File: config.mk
export PLATFORM = sky130hd
export DESIGN_NAME = max_pool_stream_ctrl_flat
export DESIGN_NICKNAME = d
export VERILOG_FILES = /design/src/rtl/max_pool_stream_ctrl_if.sv /design/src/rtl/max_pool_stream_ctrl.sv /design/src/flat_wrapper.sv
export SDC_FILE = /design/constraint.sdc
export NUM_CORES = 1
export LEC_CHECK = 0
export CAP_MARGIN = 20
export CORE_ASPECT_RATIO = 0.5
export CORE_UTILIZATION = 39
export DETAILED_ROUTE_END_ITERATION = 12
export GPL_ROUTABILITY_DRIVEN = 0
export HOLD_SLACK_MARGIN = 0.1
export PLACE_DENSITY_LB_ADDON = 0.12
export SLEW_MARGIN = 20
export SYNTH_ARGS = -nofsm -noshare
export SYNTH_HDL_FRONTEND = slang
export SYNTH_HIERARCHICAL = 1
export SYNTH_SLANG_ARGS = --single-unit
File: constraint.sdc
create_clock -name clk -period 10.24 [get_ports clk]
set_clock_uncertainty 0.05 [all_clocks]
set_input_delay 1.024 -clock clk [delete_from_list [all_inputs] [get_ports clk]]
set_output_delay 1.024 -clock clk [all_outputs]
set_load 0.01 [all_outputs]
File: src/rtl/max_pool_stream_ctrl_if.sv
// Pixel-in / pooled-out valid-ready stream bundle for the pooling scheduler.
// master drives pixels and consumes results; slave is the pooling block.
interface max_pool_stream_ctrl_if #(
  parameter int DATA_WIDTH = 8
);
  logic [DATA_WIDTH-1:0] in_data;
  logic                  in_valid;
  logic                  in_ready;
  logic [DATA_WIDTH-1:0] out_data;
  logic                  out_valid;
  logic                  out_ready;
  logic                  out_last;

  modport master (
    output in_data, in_valid, out_ready,
    input  in_ready, out_data, out_valid, out_last
  );

  modport slave (
    input  in_data, in_valid, out_ready,
    output in_ready, out_data, out_valid, out_last
  );
endinterface

File: src/rtl/max_pool_stream_ctrl.sv
// Streaming POOLxPOOL max-pool scheduler, one partial max per output column.
// Optional MAX_POOL_RELU_EN clamps negative results to zero (fused ReLU).
module max_pooling_unit #(
  parameter int SIZE    = 2,
  parameter int I_WIDTH = 8
) (
  input  logic [SIZE*I_WIDTH-1:0] in_data,
  output logic [I_WIDTH-1:0]      out_data
);
  logic [I_WIDTH-1:0] m;

  always_comb begin
    m = in_data[I_WIDTH-1:0];
    for (int i = 1; i < SIZE; i++) begin
      if ($signed(in_data[i*I_WIDTH +: I_WIDTH]) > $signed(m))
        m = in_data[i*I_WIDTH +: I_WIDTH];
    end
    out_data = m;
  end
endmodule

module max_pool_stream_ctrl #(
  parameter int DATA_WIDTH = 8,
  parameter int IMG_WIDTH  = 28,
  parameter int IMG_HEIGHT = 28,
  parameter int POOL       = 2
) (
  input  logic                  clk,
  input  logic                  rst_n,
  input  logic                  start,
  max_pool_stream_ctrl_if.slave bus,
  output logic                  done
);
  localparam int NW = IMG_WIDTH / POOL;
  localparam int KW = (NW > 1) ? $clog2(NW) : 1;
  localparam int PW = $clog2(POOL);
  localparam int RW = (IMG_HEIGHT > 1) ? $clog2(IMG_HEIGHT) : 1;

  typedef enum logic [1:0] {IDLE, RUN, FLUSH} state_t;

  state_t state, nstate;

  logic [KW-1:0] col_k;
  logic [PW-1:0] col_p;
  logic [PW-1:0] row_p;
  logic [RW-1:0] row;

  logic [DATA_WIDTH-1:0] part [NW];
  logic [DATA_WIDTH-1:0] cur;
  logic [DATA_WIDTH-1:0] mx;
  logic [DATA_WIDTH-1:0] res;
  logic [DATA_WIDTH-1:0] od;

  logic ov, ol, drain, rdy, acc;
  logic first, last, eol, eof;

  assign drain = !ov || bus.out_ready;
  assign rdy   = (state == RUN) && drain;
  assign acc   = bus.in_valid && rdy;

  assign first = (col_p == '0) && (row_p == '0);
  assign last  = (col_p == PW'(POOL-1)) && (row_p == PW'(POOL-1));
  assign eol   = (col_k == KW'(NW-1)) && (col_p == PW'(POOL-1));
  assign eof   = eol && (row == RW'(IMG_HEIGHT-1));

  assign cur = part[col_k];

  max_pooling_unit #(
    .SIZE    (2),
    .I_WIDTH (DATA_WIDTH)
  ) u_max (
    .in_data  ({bus.in_data, cur}),
    .out_data (mx)
  );

`ifdef MAX_POOL_RELU_EN
  assign res = mx[DATA_WIDTH-1] ? '0 : mx;
`else
  assign res = mx;
`endif

  always_ff @(posedge clk or negedge rst_n) begin
    if (!rst_n) state <= IDLE;
    else        state <= nstate;
  end

  always_comb begin
    nstate = state;
    unique case (state)
      IDLE:    if (start) nstate = RUN;
      RUN:     if (acc && eof) nstate = FLUSH;
      FLUSH:   if (drain) nstate = IDLE;
      default: nstate = IDLE;
    endcase
  end

  always_ff @(posedge clk or negedge rst_n) begin
    if (!rst_n) begin
      col_k <= '0;
      col_p <= '0;
      row_p <= '0;
      row   <= '0;
    end else if (state == IDLE && start) begin
      col_k <= '0;
      col_p <= '0;
      row_p <= '0;
      row   <= '0;
    end else if (acc) begin
      if (col_p == PW'(POOL-1)) begin
        col_p <= '0;
        if (col_k == KW'(NW-1)) begin
          col_k <= '0;
          row   <= (row == RW'(IMG_HEIGHT-1)) ? '0 : row + 1'b1;
          row_p <= (row_p == PW'(POOL-1)) ? '0 : row_p + 1'b1;
        end else begin
          col_k <= col_k + 1'b1;
        end
      end else begin
        col_p <= col_p + 1'b1;
      end
    end
  end

  // first pixel of a window overwrites, so no reset is needed here
  always_ff @(posedge clk) begin
    if (acc) part[col_k] <= first ? bus.in_data : mx;
  end

  always_ff @(posedge clk or negedge rst_n) begin
    if (!rst_n) begin
      ov   <= 1'b0;
      ol   <= 1'b0;
      od   <= '0;
      done <= 1'b0;
    end else begin
      done <= (state == FLUSH) && drain;
      if (acc && last) begin
        od <= res;
        ov <= 1'b1;
        ol <= eof;
      end else if (drain) begin
        ov <= 1'b0;
        ol <= 1'b0;
      end
    end
  end

  assign bus.in_ready  = rdy;
  assign bus.out_data  = od;
  assign bus.out_valid = ov;
  assign bus.out_last  = ol;
endmodule

File: src/flat_wrapper.sv
// flat-port wrapper written by rule: the top's interface ports become plain ports
module max_pool_stream_ctrl_flat 
#(
  parameter int DATA_WIDTH = 8,
  parameter int IMG_WIDTH  = 28,
  parameter int IMG_HEIGHT = 28,
  parameter int POOL       = 2
)
  (clk, rst_n, start, done, bus_in_data, bus_in_valid, bus_out_ready, bus_in_ready, bus_out_data, bus_out_valid, bus_out_last);
  max_pool_stream_ctrl_if #(.DATA_WIDTH(DATA_WIDTH)) bus_i ();
  input  logic clk;
  input  logic rst_n;
  input  logic start;
  output logic done;
  input wire logic [$bits(bus_i.in_data)-1:0] bus_in_data;
  input wire logic [$bits(bus_i.in_valid)-1:0] bus_in_valid;
  input wire logic [$bits(bus_i.out_ready)-1:0] bus_out_ready;
  output wire logic [$bits(bus_i.in_ready)-1:0] bus_in_ready;
  output wire logic [$bits(bus_i.out_data)-1:0] bus_out_data;
  output wire logic [$bits(bus_i.out_valid)-1:0] bus_out_valid;
  output wire logic [$bits(bus_i.out_last)-1:0] bus_out_last;
  assign bus_i.in_data = bus_in_data;
  assign bus_i.in_valid = bus_in_valid;
  assign bus_i.out_ready = bus_out_ready;
  assign bus_in_ready = bus_i.in_ready;
  assign bus_out_data = bus_i.out_data;
  assign bus_out_valid = bus_i.out_valid;
  assign bus_out_last = bus_i.out_last;
  max_pool_stream_ctrl #(.DATA_WIDTH(DATA_WIDTH), .IMG_WIDTH(IMG_WIDTH), .IMG_HEIGHT(IMG_HEIGHT), .POOL(POOL)) u_core (.clk(clk), .rst_n(rst_n), .start(start), .bus(bus_i), .done(done));
endmodule
Word-level counts from Yosys, hierarchy flattened
Memory sizes are Yosys's and may differ from the RTL's. Cells that the tools add are included.

Memories: 1. Memory bits (read-only): 0. Memory bits (writable): 112. Latch bits: 0. Word-level logic and storage cells: 72. Register bits: 24.

Memory list: u_core.part (words 14, bits a word 8, rd ports 1, clocked after Yosys merged registers in 0, write ports 1, line max_pool_stream_ctrl.sv:48) `logic [DATA_WIDTH-1:0] part [NW];`.

Shifts and indexed selects: 0. Add/subtract/negate cells: 4. Reductions and logical operators: 20. Mux-type cells: 28. $lt $le $gt $ge: 1. Equality and inequality tests: 7. Div/mod/pow operators: 0. $mul: 0. Bitwise operators: 2.

Operator list (number): $mux W5 (5); $mux W4 (4); $mux W8 (2); $mux W1 (13); $logic_and A1 B1 Y1 (10); $gt A8 B8 Y1 (1); $reduce_bool A2 Y1 (4); $mux W2 (3); $pmux W2 S3 (1); $reduce_and A3 Y1 (2); $add A5 B1 Y5 const B (1); $eq A5 B5 Y1 const B (1); $add A4 B1 Y4 const B (1); $eq A4 B4 Y1 const B (1); $ne A2 B2 Y1 const B (2); $add A1 B1 Y1 const B (2); $eq A2 B1 Y1 const B (1); $eq A2 B2 Y1 const B (1); $logic_not A2 Y1 (1); $ne A2 B1 Y1 const B (1); $not A1 Y1 (2); $reduce_and A2 Y1 (1); $logic_not A1 Y1 (1); $logic_or A1 B1 Y1 (1).

Logic depth before layout (Yosys ltp)
Gate-level depths: netlist (run 1).

Depth in word-level cells: 7. Mapped depth: 13. Mapped depth without buffers: 11.

Cells and area by module
The synthesis (run 1) kept the hierarchy.

By module, submodules not included: max_pool_stream_ctrl (times used 1, seq. area each 3963.8 µm², cells each 310, area each 5525.3 µm²); max_pooling_unit (times used 1, seq. area each 0.0 µm², cells each 40, area each 360.3 µm²).

Worst setup path after synthesis (run 1)
No wires, ideal clock.

Path kind: register -> register. Start: register u_core.col_k[0]. End: memory u_core.part[0][0] (data pin). Clock period less this slack: 3768 ps. Slack: 6472 ps. Arrival: 3435 ps. Cell stages (with the launch flop): 14. Library setup time: 283 ps. Buffers on the path: 2. Cells stage by stage: dfrtp_1 -> buf_4 -> buf_4 -> mux4_2 -> o22ai_1 -> a21oi_1 -> inv_1 -> ha_1 -> nand2_2 -> o21ai_0 -> a311oi_2 -> mux2i_4 -> mux2_2 -> mux2_2.

Cells in the longest elaborated chain, start to end: 4.

RTL lines: from (decl) (line max_pool_stream_ctrl.sv:43) `logic [KW-1:0] col_k;`; from (signal assigned) (line max_pool_stream_ctrl.sv:116) `col_k <= col_k + 1'b1;`; $mem_v2 Z14 W8; net u_core.cur[5] (line max_pool_stream_ctrl.sv:49) `logic [DATA_WIDTH-1:0] cur;`; $gt A8 B8 Y1 (line max_pool_stream_ctrl.sv:15) `if ($signed(in_data[i*I_WIDTH +: I_WIDTH]) > $signed(m))`; $mux W8 (line max_pool_stream_ctrl.sv:15); net u_core.mx[0] (line max_pool_stream_ctrl.sv:50) `logic [DATA_WIDTH-1:0] mx;`; $mux W8 (line max_pool_stream_ctrl.sv:126) `if (acc) part[col_k] <= first ? bus.in_data : mx;`; to (decl) (line max_pool_stream_ctrl.sv:48).

The timed path passes the listed nets, and every way through them passes these cells.

Worst setup path in the final report (run 1)
Start: register u_core.col_k[0]. End: memory u_core.part[11][7] (data pin).

The elaborated chain is that of the path after synthesis.

==> metrics.md, run 1 <==
| Metric | Value |
|---|---|
| Setup_tns | 0 ns |
| Final ANT Viol Nets | 0 |
| Initial Utilization | 40.36% |
| Crit path max-delay cell type | dfrtp_2 |
| Post-synthesis sequential area ratio | 67.35% |
| Clock root buffer | clkbuf_16 |
| DRT iter0 DRCs | 314 |
| Max Clk Rate | 0.2113 GHz |
| Antenna diode count | 0 |
| Syn Area/Cell | 16.82 µm² |
| Synthesis-stage register bit count | between 100 and 150 |
| Post-route cell area | 6922 µm² |
| Post-CTS Setup Bufs | 0 |
| Most used cell along the critical path | mux2_2 |
| DIE AREA | 15620 µm² |
| Final setup fails | 0 |
| Antenna violations before repair | 0 |
| Via-to-Cell Ratio | 5.549 |
| Worst Path Buf+Inv | 2 |
| Routed wire per std cell | ~23 µm |
| Ys async rst share | 17.65% |
| DRT Pass-1 Iters | 5 |
| Post-synth EDFFs | 112 |
| Fin crit period | 4.732 ns |
| RSZ-0062 raised after global routing | no |
| Core Util, Final | 47.46% |
| Internal | 1491 µW |
| Final Hold Viols | 0 |
| Share of cells above drive strength 1 | about 28% |
| FP Rows | 31 |
| Die width | 175.7 µm |
| CP top delay family | multiplexers |
| Clock power frac | about a quarter |
| CTS tree | yes |
| Crit-path max cell delay | 0.73 ns |
| Synth cell types | 44 |
| Cts bufs inserted | 17 |
| Commonest non-fill, non-tap cell in the layout | edfxtp_1 |
| DR vias | 3285 |
| CTS max path bufs | 2 |
| Post_cts resized | 0 |
| Vias in the first global route | ~3300 |
| CP Launch Type | flop |
| Clock Latency Late Sink | 0.42 ns |
| Area grow syn2layout | 17.60% |
| Reg clk slew, reported paths | 0.06 ns |
| DP Area | 6330 µm² |
| Period utilisation layout | 46.21% |
| PwrDens | 330.7 nW/µm² |
| First-pass GRT wire length | 20440 µm |
| Slew margin rel. | 25.90% |
| Gr ovfl total | 0 |
| Max-Cap Viols | 0 |
| Sink Count | approximately 140 |
| Drt drc | 0 |
| Core Area | around 15000 µm² |
| Worst hold margin | 0.4493 ns |
| Min-Delay Path Class | reg2reg |
| Comb pwr share | 36.0% |
| Sw Share | between 30% and 40% |
| Tightest Pin Transition | 1.107 ns |
| Worst Path Arrival | 4.80 ns |
| Height of the die | approximately 89 µm |
| Worst path cell trace | buf_4, mux4_2, mux2i_1, a21oi_1, inv_1, ha_1, nand2_2, o21ai_0, a311oi_2, mux2i_4, mux2_2, mux2_2 |
| Crit Path Max Fanout | 22 |
| Nets | approximately 400 |
| Crit path kind | reg2reg |
| Warnings, synthesis | 6 |
| Largest net degree at the start of global routing | 35 |
| CP required | between 10 and 15 ns |
| Sequential Power Share | 37.9% |
| Max-slew violation count | 0 |
| I/O Pins | 25 |
| Net Count, Synth | around 370 |
| IO Port Bufs | 24 |
| Leak | 0.002401 µW |
| Post-synthesis cell count | 350 |
| Post-CTS Hold Buffers | 0 |
| Leading cell types in the layout, fill and taps excluded | edfxtp_1, mux2_2, clkdlybuf4s50_1, mux4_2, dfrtp_1 |
| CP endpoint kind | flop |
| Switching pwr | ~800 µW |
| Leading register cell type out of synthesis | edfxtp_1 |
| Max IR drop VDD | 0.1542 mV |
| Cell area after synthesis | 5886 µm² |
| Status | finished, final reports clean |
| H-tree levels | 4 |
| DRT Wirelength | 13550 µm |
| DP Wirelength | 9116 µm |
| Global Route Usage Sum | 18.87% |
-- final timing paths --
kind / slack, ns / to / depth (start not counted) / startpoint
setup / recovery: 5.51 / u_core/part[11][7]$_DFFE_PP_ / 12 / u_core/col_k[0]$_DFFE_PN0P_
hold / removal: 0.45 / u_core/bus.out_last$_DFFE_PN0P_ / 2 / u_core/bus.out_last$_DFFE_PN0P_
setup reg to reg: 5.51 / u_core/part[11][7]$_DFFE_PP_ / 12 / u_core/col_k[0]$_DFFE_PN0P_
hold reg to reg: 0.45 / u_core/bus.out_last$_DFFE_PN0P_ / 2 / u_core/bus.out_last$_DFFE_PN0P_
max in group asynchronous: 8.91 / u_core/col_k[0]$_DFFE_PN0P_ / 2 / rst_n
min in group asynchronous: 0.94 / u_core/row[4]$_DFFE_PN0P_ / 2 / rst_n
-- synthesized netlist by cell type, types with 2 or more instances --
cell      number  area (µm²)
inv_1         12       45.04
a21oi_1       16       80.08
nor2_1        21       78.83
nand3_1        5       25.02
buf_4          5       37.54
nor3b_1        2       15.01
nor2b_1        3       18.77
ha_1           9       112.6
mux2i_1        9       90.09
clkbuf_1       6       22.52
mux4_2        24       540.5
dfrtp_1       24       600.6
nand4_1        2       12.51
buf_2          5       25.02
mux2_2        33       371.6
o31ai_1        2       15.01
edfxtp_1     112        3363
nand2_1        8       30.03
nand3b_1       3       22.52
nor3_1         4       20.02
or3_1          3       18.77
o21ai_0        4       20.02
o21bai_1       2       15.01
o22ai_1        8       50.05
nand4b_1       2       17.52
nand2b_1       6       37.54
nand2_2        3       18.77
-- power by group through the flow --
| stage | combinational, µW | sequential, µW | clock (µW) |
|---|---|---|---|
| 6_report | 823 | 868 | 598 |
| 5_1_grt | 900 | 880 | 632 |
| 4_1_cts | 824 | 868 | 609 |
| 3_5_place_dp | 819 | 880 | 0 |
| 3_3_place_gp | 803 | 877 | 0 |
| 2_1_floorplan | 607 | 835 | 0 |
-- tightest hold or removal path, cell delays in order (launching register included) --
cell and delay [ns]:
dfrtp_1 0.34, nand2_1 0.05, o31ai_1 0.06
-- state kept, by name (all words and copies together) (netlist names) --
signal / flops
u_core/row: 5
u_core/part: 112
u_core/done: 1
u_core/bus.out_last: 1
u_core/col_p: 1
u_core/bus.out_valid: 1
u_core/row_p: 1
u_core/state: 2
u_core/col_k: 4
u_core/bus.out_data: 8
-- cell type report --
type	count	area (µm²)
fillers	1266	7662
clock inverters	15	158.9
multi-input cells	185	1798
repair buffers	29	281.5
well taps	198	247.7
inverters	12	45.04
clock buffers	17	425.4
flip-flops and latches	136	3965
-- routing by layer --
metal	share of wire [%]	wire length, µm	global-route usage (%)	up-vias
met2	45	6090	28.14	114
met1	47	6399	26.56	1718
met4	0.63	85	5.455	0
met5	0	0	0	-
met3	7.2	978	6.057	7
li1	-	-	-	1446
-- cells by family after synthesis --
kind of cell,count (synthesis),synth area share [%]
flip-flops,136,67.35
multiplexers,68,17.67
AND/OR/NAND/NOR,68,6.123
AO/OA/AOI/OAI,39,4.528
buffers and inverters,29,2.275
adder cells (fa/ha/maj),9,1.913
XOR/XNOR,1,0.1488
-- through the flow --
step	worst slack (ns)	total power, µW	cells
6_report	5.508	2289	592
5_1_grt	5.236	2412	592
4_1_cts	5.484	2301	592
3_5_place_dp	5.502	1700	560
3_3_place_gp	5.534	1680	559
2_1_floorplan	6.472	1442	350
Note: power is estimated with default switching activity, not from simulation.
==> run 2, diff against run 1 <==
- clock period: 10.24 -> 4.7 ns (I/O delays scaled with it)
==> metrics.md, run 2 (synthesis gave the netlist of run 1 again) <==
| Metric | Value |
|---|---|
| Status | finished, final reports clean |
| RSZ-0062 raised after global routing | no |
| Fin crit period | 4.282 ns (-0.4500 ns) |
| Max IR drop VDD | 0.2826 mV (+83%) |
| Height of the die | 88.87 µm (unchanged) |
| First-pass GRT wire length | 20860 µm (+2.0%) |
| CTS tree | yes |
| Global Route Usage Sum | 19.22% (+0.35 points) |
| Commonest non-fill, non-tap cell in the layout | edfxtp_1 |
| Switching pwr | 1742 µW (+120%) |
| DRT iter0 DRCs | 316 (+0.64%) |
| Antenna diode count | 0 (unchanged) |
| Gr ovfl total | 0 (unchanged) |
| Multi-input logic area | 1788 µm² (-0.56%) |
| Worst path cell trace | buf_12, mux4_2, o22ai_1, a21oi_1, inv_1, ha_1, a21oi_1, o21ai_0, a311oi_2, mux2i_4, buf_12, mux2_2, mux2_2 |
| Met3 Resource Use GR | 4.296% (-1.8 points) |
| CP required | 4.78 ns (-5.53 ns) |
| Period utilisation layout | 91.10% (+45 points) |
| Most Crowded Layer GR | met2 |
| Internal | 3480 µW (+130%) |
| Final Hold Viols | 0 (unchanged) |
| CP Launch Type | flop |
| CTS max path bufs | 2 (unchanged) |
| Post-CTS Setup Bufs | 0 (unchanged) |
| Largest net degree at the start of global routing | 28 (-20%) |
| Max-Cap Viols | 0 (unchanged) |
| Area grow syn2layout | 20.81% |
| Max Clk Rate | 0.2335 GHz (+11%) |
| Cts bufs inserted | 17 (unchanged) |
| Core Area | 14580 µm² (unchanged) |
| Vias in the first global route | 3337 (+2.4%) |
| Antenna violations before repair | 0 (unchanged) |
| Final setup fails | 0 (unchanged) |
| FP Rows | 31 (unchanged) |
| IO Port Bufs | 24 (unchanged) |
| Grt met2 use | 29.00% (+0.86 points) |
| Clock root buffer | clkbuf_16 |
| PwrDens | 734.3 nW/µm² (+120%) |
| Clock power frac | 26.4% (+0.3 points) |
| DP Wirelength | 9410 µm (+3.2%) |
| Post-CTS Hold Buffers | 0 (unchanged) |
| Crit path max-delay cell type | dfrtp_2 |
| Max-slew violation count | 0 (unchanged) |
| Tightest Pin Transition | 1.117 ns (+0.009126 ns) |
| CP endpoint kind | flop |
| Clock Latency Late Sink | 0.42 ns (about the same) |
| Routed wire per std cell | 22.79 µm (-0.45%) |
| Sw Share | 33.35% (-1.5 points) |
| Initial Utilization | 40.36% (unchanged) |
| H-tree levels | 4 (unchanged) |
| Leading cell types in the layout, fill and taps excluded | edfxtp_1, mux2_2, clkdlybuf4s50_1, mux4_2, dfrtp_1 |
| Post-route cell area | 7111 µm² (+2.7%) |
| Leak | 0.002519 µW (+4.9%) |
| Final ANT Viol Nets | 0 (unchanged) |
| Share of cells above drive strength 1 | 29.85% (+2.2 points) |
| Reg clk slew, reported paths | 0.06 ns (about the same) |
| Post_cts resized | 0 (unchanged) |
| Sink Count | 136 (unchanged) |
| DRT Pass-1 Iters | 5 (unchanged) |
| Register bank with the most flops | u_core/part |
| DR vias | 3296 (+0.33%) |
| Crit path kind | reg2reg |
| Die width | 175.7 µm (unchanged) |
| FILL cells | 1227 (-3.1%) |
| Register Area | 3965 µm² (unchanged) |
| Crit Path Max Fanout | 27 (+23%) |
| Via-to-Cell Ratio | 5.403 (-2.6%) |
| DP Area | 6496 µm² (+2.6%) |
| Sequential Power Share | 35.8% (-2.1 points) |
| DRT Wirelength | 13900 µm (+2.6%) |
| Setup_tns | 0 ns (unchanged) |
| Crit-path max cell delay | 0.55 ns (-0.18 ns) |
| Slew margin rel. | 25.29% (-0.61 points) |
| Nets | 421 (+4.5%) |
| Max reg flops | 112 (unchanged) |
| DIE AREA | 15620 µm² (unchanged) |
| Min-Delay Path Class | in2async |
| Comb pwr share | 37.8% (+1.8 points) |
| Met1 Usage GRT | 27.81% (+1.3 points) |
| Drt drc | 0 (unchanged) |
| I/O Pins | 25 (unchanged) |
| Worst Path Arrival | 4.36 ns (-0.44 ns) |
run 2: worst max-delay path: cells and delay by family (launching register included):
kind	cells	cell delay [ns]
compound gates	5	1.03
fa+ha+maj	1	0.24
buf+inv	3	0.51
flops	1	0.55
mux	4	1.60
run 2: metal layers:
metal	part of all wire (%)	wire, µm	vias up
li1	-	-	1477
met1	49	6876	1714
met2	45	6239	97
met3	4.9	678	8
met4	0.78	108	0
met5	0	0	-
run 2: power groups by stage:
stage	Combinational [µW]	Clock, µW	Sequential (µW)
2_1_floorplan	1320	0	1820
3_5_place_dp	1980	0	1900
3_3_place_gp	1950	0	1890
6_report	1980	1380	1870
4_1_cts	1990	1400	1870
5_1_grt	2130	1450	1890
run 2: stage by stage:
step                      instances  hold slack (ns)  power, µW  util (%)  setup WS, ns
after floorplan                 350           0.1244       3142         -        0.9322
after global placement          578           0.4121       3841     44.54        0.4488
after detailed placement        578           0.4230       3877     44.54        0.3968
after CTS                       610           0.3827       5260     48.76        0.3896
after global routing            610           0.4070       5469     48.76        0.1995
final                           610           0.3804       5222     48.76        0.4181
run 2: area by class of cell:
| cell class | instances | area share [%] |
|---|---|---|
| Timing Repair Buffer | 47 | 6.335 |
| Multi-Input combinational cell | 185 | 25.15 |
| Tap cell | 198 | 3.484 |
| Inverter | 12 | 0.6335 |
| Clock inverter | 15 | 2.657 |
| Clock buffer | 17 | 5.983 |
| Sequential cell | 136 | 55.76 |
run 2: path summary, 6_finish.rpt:
path / startpoint / to / slack [ns] / cells past startpoint
worst max-delay path: u_core/col_k[0]$_DFFE_PN0P_ / u_core/part[4][5]$_DFFE_PP_ / 0.42 / 13
worst min-delay path: rst_n / u_core/row[3]$_DFFE_PN0P_ / 0.38 / 2
worst max register to register: u_core/col_k[0]$_DFFE_PN0P_ / u_core/part[4][5]$_DFFE_PP_ / 0.42 / 13
worst min register to register: u_core/bus.out_last$_DFFE_PN0P_ / u_core/bus.out_last$_DFFE_PN0P_ / 0.43 / 2
max in group asynchronous: rst_n / u_core/col_k[0]$_DFFE_PN0P_ / 3.94 / 2
min in group clk: u_core/bus.out_last$_DFFE_PN0P_ / u_core/bus.out_last$_DFFE_PN0P_ / 0.43 / 2
==> run 3, diff against run 2 <==
- CORE_MARGIN: unset -> 2
- GPL_TIMING_DRIVEN: unset -> 0
==> metrics.md, run 3 (synthesis gave the netlist of run 1 again) <==
| Metric | Value |
|---|---|
| Max reg flops | 112 (unchanged) |
| Antenna diode count | 0 (unchanged) |
| Post-route cell area | 6969 µm² (-2.0%) |
| Reg clk slew, reported paths | 0.06 ns (about the same) |
| DRT iter0 DRCs | 250 (-21%) |
| DR vias | 3258 (-1.2%) |
| DIE AREA | 16150 µm² (+3.4%) |
| R2R depth | 14 (+1) |
| Hold path start | u_core/bus.out_last$_DFFE_PN0P_ |
| FILL cells | 1214 (-1.1%) |
| Core Util, Final | 47.66% (-1.1 points) |
| Share of cells above drive strength 1 | 27.70% (-2.2 points) |
| DRT Wirelength | 12850 µm (-7.6%) |
| CP endpoint kind | flop |
| FP Rows | 31 (unchanged) |
| Largest net degree at the start of global routing | 25 (-11%) |
| Worst Path Arrival | 4.55 ns (+0.19 ns) |
| Leading cell types in the layout, fill and taps excluded | edfxtp_1, mux2_2, mux4_2, dfrtp_1, clkdlybuf4s50_1 |
| Cts bufs inserted | 17 (unchanged) |
| Clock Latency Late Sink | 0.42 ns (about the same) |
| Final ANT Viol Nets | 0 (unchanged) |
| Max-slew violation count | 0 (unchanged) |
| Core Area | 14620 µm² (+0.27%) |
| Leak | 0.002430 µW (-3.5%) |
| CP Launch Type | flop |
| Area grow syn2layout | 18.41% |
| Vias in the first global route | 3250 (-2.6%) |
| Sink Count | 136 (unchanged) |
| Final Hold Viols | 0 (unchanged) |
| Worst R2R Setup Slack | 0.22 ns (-0.20 ns) |
| Height of the die | 90.87 µm (+2.3%) |
| DP Wirelength | 8867 µm (-5.8%) |
| Antenna violations before repair | 0 (unchanged) |
| Slew margin rel. | 41.91% (+17 points) |
| Die width | 177.7 µm (+1.1%) |
| Max-Cap Viols | 0 (unchanged) |
| Via-to-Cell Ratio | 5.376 (-0.50%) |
| PwrDens | 730.4 nW/µm² (-0.54%) |
| DRT Pass-1 Iters | 4 (-1) |
| Crit path kind | reg2reg |
| CTS tree | yes |
| Gr ovfl total | 0 (unchanged) |
| Register Area | 3964 µm² (about the same) |
| Max Clk Rate | 0.2230 GHz (-4.5%) |
| Routed wire per std cell | 21.20 µm (-7.0%) |
| CTS max path bufs | 2 (unchanged) |
| Reg-to-Reg Start | u_core/col_k[0]$_DFFE_PN0P_ |
| WHS Path Cells | 2 |
| I/O Pins | 25 (unchanged) |
| Register bank with the most flops | u_core/part |
| Global Route Usage Sum | 17.01% (-2.2 points) |
| Final setup fails | 0 (unchanged) |
| Nets | 417 (-0.95%) |
| Hold-critical path endpoint | u_core/bus.out_last$_DFFE_PN0P_ |
| Initial Utilization | 40.25% (-0.11 points) |
| Min-Delay Path Class | reg2reg |
| Commonest non-fill, non-tap cell in the layout | edfxtp_1 |
| DP Area | 6374 µm² (-1.9%) |
| IO Port Bufs | 24 (unchanged) |
| Crit Path Max Fanout | 14 (-48%) |
| Drt drc | 0 (unchanged) |
| Period utilisation layout | 95.40% (+4.3 points) |
| Tightest Pin Transition | 0.8682 ns (-0.2484 ns) |
| Clock root buffer | clkbuf_16 |
| Total power | 5090 µW (-2.5%) |
| CP required | 4.76 ns (-0.02 ns) |
| RSZ-0062 raised after global routing | no |
| First-pass GRT wire length | 19380 µm (-7.1%) |
| H-tree levels | 4 (unchanged) |
| Multi-input logic area | 1794 µm² (+0.35%) |
| Max IR drop VDD | 0.3326 mV (+18%) |
| Status | finished, final reports clean |
| R2r endpoint | u_core/part[8][0]$_DFFE_PP_ |
| Fin crit period | 4.484 ns (+0.2018 ns) |
| Setup_tns | 0 ns (unchanged) |
run 3: cell count changes in the layout (fill, tap and decap cells not counted), moves of 2 or more:
cell,previous run,this run
clkbuf_1,0,5
buf_2,0,6
bufinv_16,3,0
buf_12,3,1
buf_4,20,5
run 3: worst max-delay path by stage:
| stage | from | endpoint | slack [ns] |
|---|---|---|---|
| 2_1_floorplan | u_core/col_k[0]$_DFFE_PN0P_ | u_core/part[0][0]$_DFFE_PP_ | 0.93 |
| 3_3_place_gp | u_core/col_k[1]$_DFFE_PN0P_ | u_core/part[2][1]$_DFFE_PP_ | 0.11 |
| 3_5_place_dp | u_core/col_k[1]$_DFFE_PN0P_ | u_core/part[2][1]$_DFFE_PP_ | 0.03 |
| 4_1_cts | u_core/col_k[1]$_DFFE_PN0P_ | u_core/part[11][1]$_DFFE_PP_ | 0.002 |
| 5_1_grt | u_core/col_k[0]$_DFFE_PN0P_ | u_core/part[12][3]$_DFFE_PP_ | 0.03 |
| 6_report | u_core/col_k[0]$_DFFE_PN0P_ | u_core/part[8][0]$_DFFE_PP_ | 0.22 |
run 3: what timing repair did:
action                                  CTS  global route
buffers inserted                          0             1
endpoints found under the setup margin    0           112
endpoints found under the hold margin     0            24
gates resized for setup                   0             3
hold buffers                              0             1
run 3: routing by layer:
| layer | wire length [µm] | vias up | track usage [%] |
|---|---|---|---|
| met2 | 6094 | 88 | 26.03 |
| met5 | 0 | - | 0 |
| met3 | 826 | 4 | 5.051 |
| li1 | - | 1478 | - |
| met1 | 5870 | 1688 | 23.86 |
| met4 | 53 | 0 | 4.098 |
run 3: worst max-delay path: stages (launching register included):
cell      delay (ns)
dfrtp_1         0.36
buf_4           0.23
buf_4           0.29
mux4_2          0.53
o22ai_1         0.34
a21oi_1         0.11
inv_1           0.09
ha_1            0.24
nand2_2         0.12
o21ai_0         0.15
a311oi_2        0.41
mux2i_4         0.31
buf_12          0.15
mux2_2          0.38
mux2_2          0.42
run 3: power by group:
part	internal [µW]	total, µW	switching (µW)
Combinational	841	2040	1200
Clock	696	1240	548
Sequential	1740	1800	60.4
run 3: cell type report:
type	instances	area share, %
Buffer	17	1.293
Clock buffer	17	6.104
Clock inverter	15	1.975
Inverter	12	0.6463
Multi-Input combinational cell	185	25.75
Sequential cell	136	56.88
Tap cell	198	3.555
Timing Repair Buffer	26	3.806
run 3: per-stage QoR:
stage          hold WS (ns)  cells  setup WS [ns]
3_3_place_gp         0.4209    572         0.1138
6_report             0.4370    606         0.2162
3_5_place_dp         0.4271    572        0.02848
4_1_cts              0.4408    604       0.001585
2_1_floorplan        0.1244    350         0.9322
5_1_grt              0.4908    606        0.02665
